File: src/rtl/apb_master_ctrl.sv
// APB3 master: turns one core load/store request into an APB SETUP/ACCESS transfer,
// decodes NUM_SLV 4 KB slave windows and ends each transfer with a one-cycle ready pulse.
module apb_master_ctrl #(
  parameter int unsigned NUM_SLV   = 4,
  parameter logic [31:0] BASE_ADDR = 32'h1000_0000,
  parameter int unsigned TIMEOUT   = 255
) (
  input  logic                   clk,
  input  logic                   rst,
  input  logic                   transfer,
  input  logic                   write,
  input  logic [31:0]            addr,
  input  logic [31:0]            wdata,
  output logic [31:0]            rdata,
  output logic                   ready,
  output logic                   busErr,
  output logic [31:0]            PADDR,
  output logic                   PWRITE,
  output logic [31:0]            PWDATA,
  output logic                   PENABLE,
  output logic [NUM_SLV-1:0]     PSEL,
  input  logic [NUM_SLV*32-1:0]  PRDATA,
  input  logic [NUM_SLV-1:0]     PREADY,
  input  logic [NUM_SLV-1:0]     PSLVERR
);

  localparam int unsigned CNT_W = (TIMEOUT > 0) ? $clog2(TIMEOUT + 1) : 1;
  localparam int unsigned IDX_W = 4;

  typedef enum logic [1:0] {
    IDLE   = 2'd0,
    SETUP  = 2'd1,
    ACCESS = 2'd2
  } state_e;

  state_e             state_q, state_d;
  logic [31:0]        paddr_q, paddr_d;
  logic [31:0]        pwdata_q, pwdata_d;
  logic               pwrite_q, pwrite_d;
  logic               penable_q, penable_d;
  logic [NUM_SLV-1:0] psel_q, psel_d;
  logic [IDX_W-1:0]   idx_q, idx_d;
  logic               mapped_q, mapped_d;
  logic [CNT_W-1:0]   cnt_q, cnt_d;

  logic [19:0]        dec_off;
  logic               dec_mapped;
  logic [IDX_W-1:0]   dec_idx;
  logic [NUM_SLV-1:0] dec_onehot;

  logic [31:0]        sel_rdata;
  logic               sel_ready;
  logic               sel_err;
  logic               timeout_c;
  logic               done_c;
  logic               err_c;
  logic [31:0]        rdata_c;

  // Window decode; addresses below BASE_ADDR would wrap the 20-bit offset, hence the extra compare
  always_comb begin
    dec_off    = addr[31:12] - BASE_ADDR[31:12];
    dec_mapped = (addr >= BASE_ADDR) && (dec_off < 20'(NUM_SLV));
    dec_idx    = dec_off[IDX_W-1:0];
    dec_onehot = '0;
    for (int i = 0; i < NUM_SLV; i++) begin
      dec_onehot[i] = (dec_idx == IDX_W'(i));
    end
  end

  // Response mux from the selected slave only
  always_comb begin
    sel_rdata = '0;
    sel_ready = 1'b0;
    sel_err   = 1'b0;
    for (int i = 0; i < NUM_SLV; i++) begin
      if (idx_q == IDX_W'(i)) begin
        sel_rdata = PRDATA[32*i +: 32];
        sel_ready = PREADY[i];
        sel_err   = PSLVERR[i];
      end
    end
    timeout_c = (TIMEOUT != 0) && (cnt_q == CNT_W'(TIMEOUT - 1));
  end

  // Completion: unmapped first, then slave PREADY, then timeout
  always_comb begin
    done_c  = 1'b0;
    err_c   = 1'b0;
    rdata_c = '0;
    if (state_q == ACCESS) begin
      if (!mapped_q) begin
        done_c = 1'b1;
        err_c  = 1'b1;
      end else if (sel_ready) begin
        done_c  = 1'b1;
        err_c   = sel_err;
        rdata_c = pwrite_q ? 32'h0 : sel_rdata;
      end else if (timeout_c) begin
        done_c = 1'b1;
        err_c  = 1'b1;
      end
    end
  end

  always_comb begin
    state_d   = state_q;
    paddr_d   = paddr_q;
    pwdata_d  = pwdata_q;
    pwrite_d  = pwrite_q;
    penable_d = penable_q;
    psel_d    = psel_q;
    idx_d     = idx_q;
    mapped_d  = mapped_q;
    cnt_d     = cnt_q;
    case (state_q)
      IDLE: begin
        if (transfer) begin
          paddr_d  = addr;
          pwdata_d = wdata;
          pwrite_d = write;
          idx_d    = dec_idx;
          mapped_d = dec_mapped;
          psel_d   = dec_mapped ? dec_onehot : '0;
          state_d  = SETUP;
        end
      end
      SETUP: begin
        penable_d = 1'b1;
        cnt_d     = '0;
        state_d   = ACCESS;
      end
      ACCESS: begin
        if (done_c) begin
          psel_d    = '0;
          penable_d = 1'b0;
          cnt_d     = '0;
          state_d   = IDLE;
        end else if (TIMEOUT != 0) begin
          // Stops at TIMEOUT-1 because the transfer completes there, so it never wraps
          cnt_d = cnt_q + CNT_W'(1);
        end
      end
      default: begin
        psel_d    = '0;
        penable_d = 1'b0;
        state_d   = IDLE;
      end
    endcase
  end

  always_ff @(posedge clk or negedge rst) begin
    if (!rst) begin
      state_q   <= IDLE;
      paddr_q   <= '0;
      pwdata_q  <= '0;
      pwrite_q  <= 1'b0;
      penable_q <= 1'b0;
      psel_q    <= '0;
      idx_q     <= '0;
      mapped_q  <= 1'b0;
      cnt_q     <= '0;
    end else begin
      state_q   <= state_d;
      paddr_q   <= paddr_d;
      pwdata_q  <= pwdata_d;
      pwrite_q  <= pwrite_d;
      penable_q <= penable_d;
      psel_q    <= psel_d;
      idx_q     <= idx_d;
      mapped_q  <= mapped_d;
      cnt_q     <= cnt_d;
    end
  end

  assign PADDR   = paddr_q;
  assign PWDATA  = pwdata_q;
  assign PWRITE  = pwrite_q;
  assign PENABLE = penable_q;
  assign PSEL    = psel_q;
  assign ready   = done_c;
  assign busErr  = err_c;
  assign rdata   = rdata_c;

endmodule

File: config.mk
export PLATFORM = sky130hd
export DESIGN_NAME = apb_master_ctrl
export DESIGN_NICKNAME = d
export VERILOG_FILES = /design/src/rtl/apb_master_ctrl.sv
export SDC_FILE = /design/constraint.sdc
export NUM_CORES = 1
export LEC_CHECK = 0
export CAP_MARGIN = 20
export CELL_PAD_IN_SITES_DETAIL_PLACEMENT = 0
export CELL_PAD_IN_SITES_GLOBAL_PLACEMENT = 1
export CORE_UTILIZATION = 26
export CTS_BUF_LIST = sky130_fd_sc_hd__clkbuf_8
export CTS_CLUSTER_DIAMETER = 40
export DETAILED_ROUTE_END_ITERATION = 8
export PLACE_DENSITY_LB_ADDON = 0.1
export SETUP_SLACK_MARGIN = 0.1
export SLEW_MARGIN = 30
export SYNTH_ARGS = -nofsm -noshare
export SYNTH_HDL_FRONTEND = slang
export SYNTH_SLANG_ARGS = --single-unit
File: constraint.sdc
create_clock -name clk -period 2.21 [get_ports clk]
set_clock_uncertainty 0.1 [all_clocks]
set_input_delay 0.3315 -clock clk [delete_from_list [all_inputs] [get_ports clk]]
set_output_delay 0.3315 -clock clk [all_outputs]
set_load 0.05 [all_outputs]
==> key figures <==
Power and ir drop
  – Largest voltage drop on the vdd net: 1095 uV
  – Portion of total power attributed to the clock network: 11.1%
  – Switching power: 4.946 mW
  – Internal cell power: 5.872 mW
  – Switching share of power: 45.72%
  – PD cells: 1196 mW/mm2
  – Part of the power in registers: 22.9%
  – Combinational fraction of design power: 66.0%
  – Static Leak: 3.571 nW

GRT
  – Total gr overflow: 0
  – Antenna violations before repair: 1
  – Largest net degree at the start of global routing: 52
  – First-pass GRT wire length: 27080 um
  – Vias in the first global route: 4689
  – Global routing usage summed across all routing layers: 20.35%

Place
  – Port Buf Inserts: 307
  – Post-placement cell area: 0.008529 mm2
  – Routability-driven placement congestion ratio: 0.9731
  – Sum of net half-perimeters after detailed placement: 13550 um

Layout
  – Most frequent standard cell in the layout excluding fill and tap cells: sky130_fd_sc_hd__clkdlybuf4s50_1
  – Number of nets in the layout: 907
  – Fill count: 1428
  – Post-route cell area: 0.009042 mm2
  – Share of cells above drive strength 1: 33.48%
  – Area delta synth->final: 105.3%
  – Most frequent cells in the layout: sky130_fd_sc_hd__clkdlybuf4s50_1, sky130_fd_sc_hd__dfrtp_1, sky130_fd_sc_hd__mux2_2, sky130_fd_sc_hd__buf_12, sky130_fd_sc_hd__buf_4

Routing
  – Via count of the routed design: 4256
  – Per-cell via count in the routed design: 4.611
  – Number of iterations in the first detailed-routing pass: 4
  – Detail-routed net length per standard cell: 18.99 um
  – Remaining number of nets flagged by the antenna check after routing: 0
  – Number of DRC markers in iteration 0: 95
  – DRC violation count after routing: 0
  – Final Routed Wirelength: 17530 um

Min path
  – Path type of the worst min-delay path: in -> async

Clock network
  – CTS tree: done
  – Cell at the root of the clock tree: sky130_fd_sc_hd__clkbuf_8
  – # clock sinks: 81
  – Clk slew on worst S/H paths: 80 ps
  – Max Root-Sink Buffers: 2
  – CTS buffer count: 9
  – Level count of the clock H-tree: 3
  – Insertion delay to the later sink of the worst-skew pair: 350 ps

STA
  – Setup WS post-layout: -347.0 ps
  – Setup Total Neg Slack: -10460 ps
  – Setup repair after global routing missed its margin: yes
  – Setup violation total in the final timing report: 34
  – Fin crit period: 2557 ps
  – Worst rel slew slack: 57.88%
  – Number of slew-limit violations in the final report: 0
  – Achievable frequency: 391.1 MHz
  – Hold Vio Cnt, Final: 0
  – Post-route clock period utilization: 115.7%
  – Least-Margin Pin Slew: 628.0 ps

Synthesis
  – Warnings, synthesis: 0
  – Proportion of synthesized flip-flops having asynchronous set or reset: 100.0%
  – Sequential area share after synthesis: 46.01%
  – Ys flop type: sky130_fd_sc_hd__dfrtp_1
  – Post-synthesis sequential element count: 81
  – Synth area leader: sky130_fd_sc_hd__dfrtp_1
  – Leading post-synthesis cells by cell area: sky130_fd_sc_hd__dfrtp_1, sky130_fd_sc_hd__mux2_2, sky130_fd_sc_hd__mux4_2
  – Synth Instances: 361
  – Cell area after technology mapping: 0.004405 mm2
  – Post-synthesis net count: 571
  – Share of Yosys cell area claimed by the top area cell type: 46.01%
  – Average cell area after synthesis: 12.20 um2
  – Number of different library cells in the post-synthesis netlist: 44
  – Count of flip-flops with a built-in enable after synthesis: 0

Floorplan
  – Chip Height: 132.2 um
  – Total Die Area: 0.01747 mm2
  – Placement Rows: 47
  – Die boundary width: 132.2 um
  – Starting utilization of the core area: 26.57%
  – Num ports: 308
  – Placeable core region: 0.01658 mm2

Critical path
  – CP Data Arrival Time: 2130 ps
  – Largest fanout on the critical path: 8
  – Startpoint types: register
  – Critical path capture point type: primary output
  – Data required, critical path: 1780 ps
  – CP Class: reg -> out

Status
  – Violated checks: setup timing
  – Status: finished with violations

Run
  – Maxcap violations: 0
==> final cells by class <==
type	count	area, um2	area share (%)
Clock inverter	6	82.58	0.9132
Antenna cell	1	2.502	0.02767
Tap cell	220	275.3	3.044
Multi-Input combinational cell	250	2616	28.93
Inverter	7	26.28	0.2906
Timing Repair Buffer	348	3870	42.80
Sequential cell	81	2032	22.47
Clock buffer	10	137.6	1.522
==> cell families after synthesis <==
group / after synthesis / share of synthesized area [%]
buffers and inverters: 30 / 2.982
multiplexers: 88 / 26.92
flip-flops: 81 / 46.01
adder cells (fa/ha/maj): 6 / 1.704
XOR/XNOR: 3 / 0.5965
AND/OR/NAND/NOR: 102 / 13.18
AO/OA/AOI/OAI: 51 / 8.606
==> power by group through the flow <==
stage / logic [mW] / registers, mW / clock network [mW]
2_1_floorplan: 2.30 / 4.67 / 0
3_3_place_gp: 6.88 / 2.48 / 0
3_5_place_dp: 6.89 / 2.51 / 0
4_1_cts: 7.11 / 2.49 / 1.27
5_1_grt: 7.50 / 2.58 / 1.32
6_report: 7.14 / 2.48 / 1.20
==> metrics by stage <==
| step | util (%) | hold slack [ps] | std cells | power, mW | setup WS, ps |
|---|---|---|---|---|---|
| final | 54.53 | 402.8 | 923 | 10.82 | -347.0 |
| after global routing | 54.53 | 417.7 | 923 | 11.39 | -449.8 |
| after CTS | 53.97 | 396.5 | 917 | 10.87 | -379.3 |
| after detailed placement | 51.43 | 263.3 | 889 | 9.401 | -266.0 |
| after global placement | 51.43 | 258.4 | 889 | 9.357 | -201.8 |
| after floorplan | - | -64.09 | 361 | 6.967 | -227.6 |
==> state kept, by name (all words and copies together) (netlist names) <==
name / count
PENABLE: 1
PWDATA: 32
mapped_q: 1
PWRITE: 1
state_q: 2
cnt_q: 8
PADDR: 32
PSEL: 4
==> routing by layer <==
| layer | share of wire, % | vias to the layer above | wire [um] | track usage, % |
|---|---|---|---|---|
| li1 | - | 2011 | - | - |
| met1 | 36 | 2020 | 6239 | 20.93 |
| met2 | 53 | 199 | 9258 | 38.07 |
| met3 | 9.2 | 26 | 1607 | 6.997 |
| met4 | 2.4 | 0 | 427 | 7.216 |
| met5 | 0 | - | 0 | 0 |
==> path summary, 6_finish.rpt <==
check | start | endpoint | slack (ps) | depth (start not counted)
min in group clk | PADDR[8] | PADDR[8] | 410 | 1
worst min-delay path | rst | PADDR[1] | 400 | 2
worst max register to register | PADDR[13] | PSEL[0] | 110 | 8
max in group asynchronous | rst | PADDR[18] | 980 | 3
worst max-delay path | PADDR[14] | rdata[25] | -350 | 8
worst min register to register | PADDR[8] | PADDR[8] | 410 | 1
==> timing repair <==
item,CTS,global route
endpoints found under the setup margin,34,34
buffers inserted,9,4
hold buffers,1,0
gates cloned,2,1
gates resized for setup,19,10
hold endpoints to repair,41,0
pin swaps,1,8
==> synth_stat cells, drive strengths merged, types with 2 or more instances <==
cell type,instances
nor4b,2
nor2b,32
and2b,2
nor3,17
nand3,8
nand4,3
nand3b,4
o22ai,17
ha,6
inv,7
and3,3
o21ai,9
mux4,16
clkbuf,15
buf,8
mux2,72
a21boi,2
xnor2,2
nand2,8
dfrtp,81
a211oi,17
nor2,16
nor4,3
==> worst max-delay path, cell delays in order (launching register included) <==
cell                       delay [ps]
sky130_fd_sc_hd__dfrtp_2          430
sky130_fd_sc_hd__nor2_4           160
sky130_fd_sc_hd__a21boi_4         200
sky130_fd_sc_hd__a22o_1           170
sky130_fd_sc_hd__nand4b_1         120
sky130_fd_sc_hd__buf_6            190
sky130_fd_sc_hd__buf_12           160
sky130_fd_sc_hd__nor3_4           170
sky130_fd_sc_hd__buf_12           160
No activity file was read; power rests on OpenSTA's default activity.
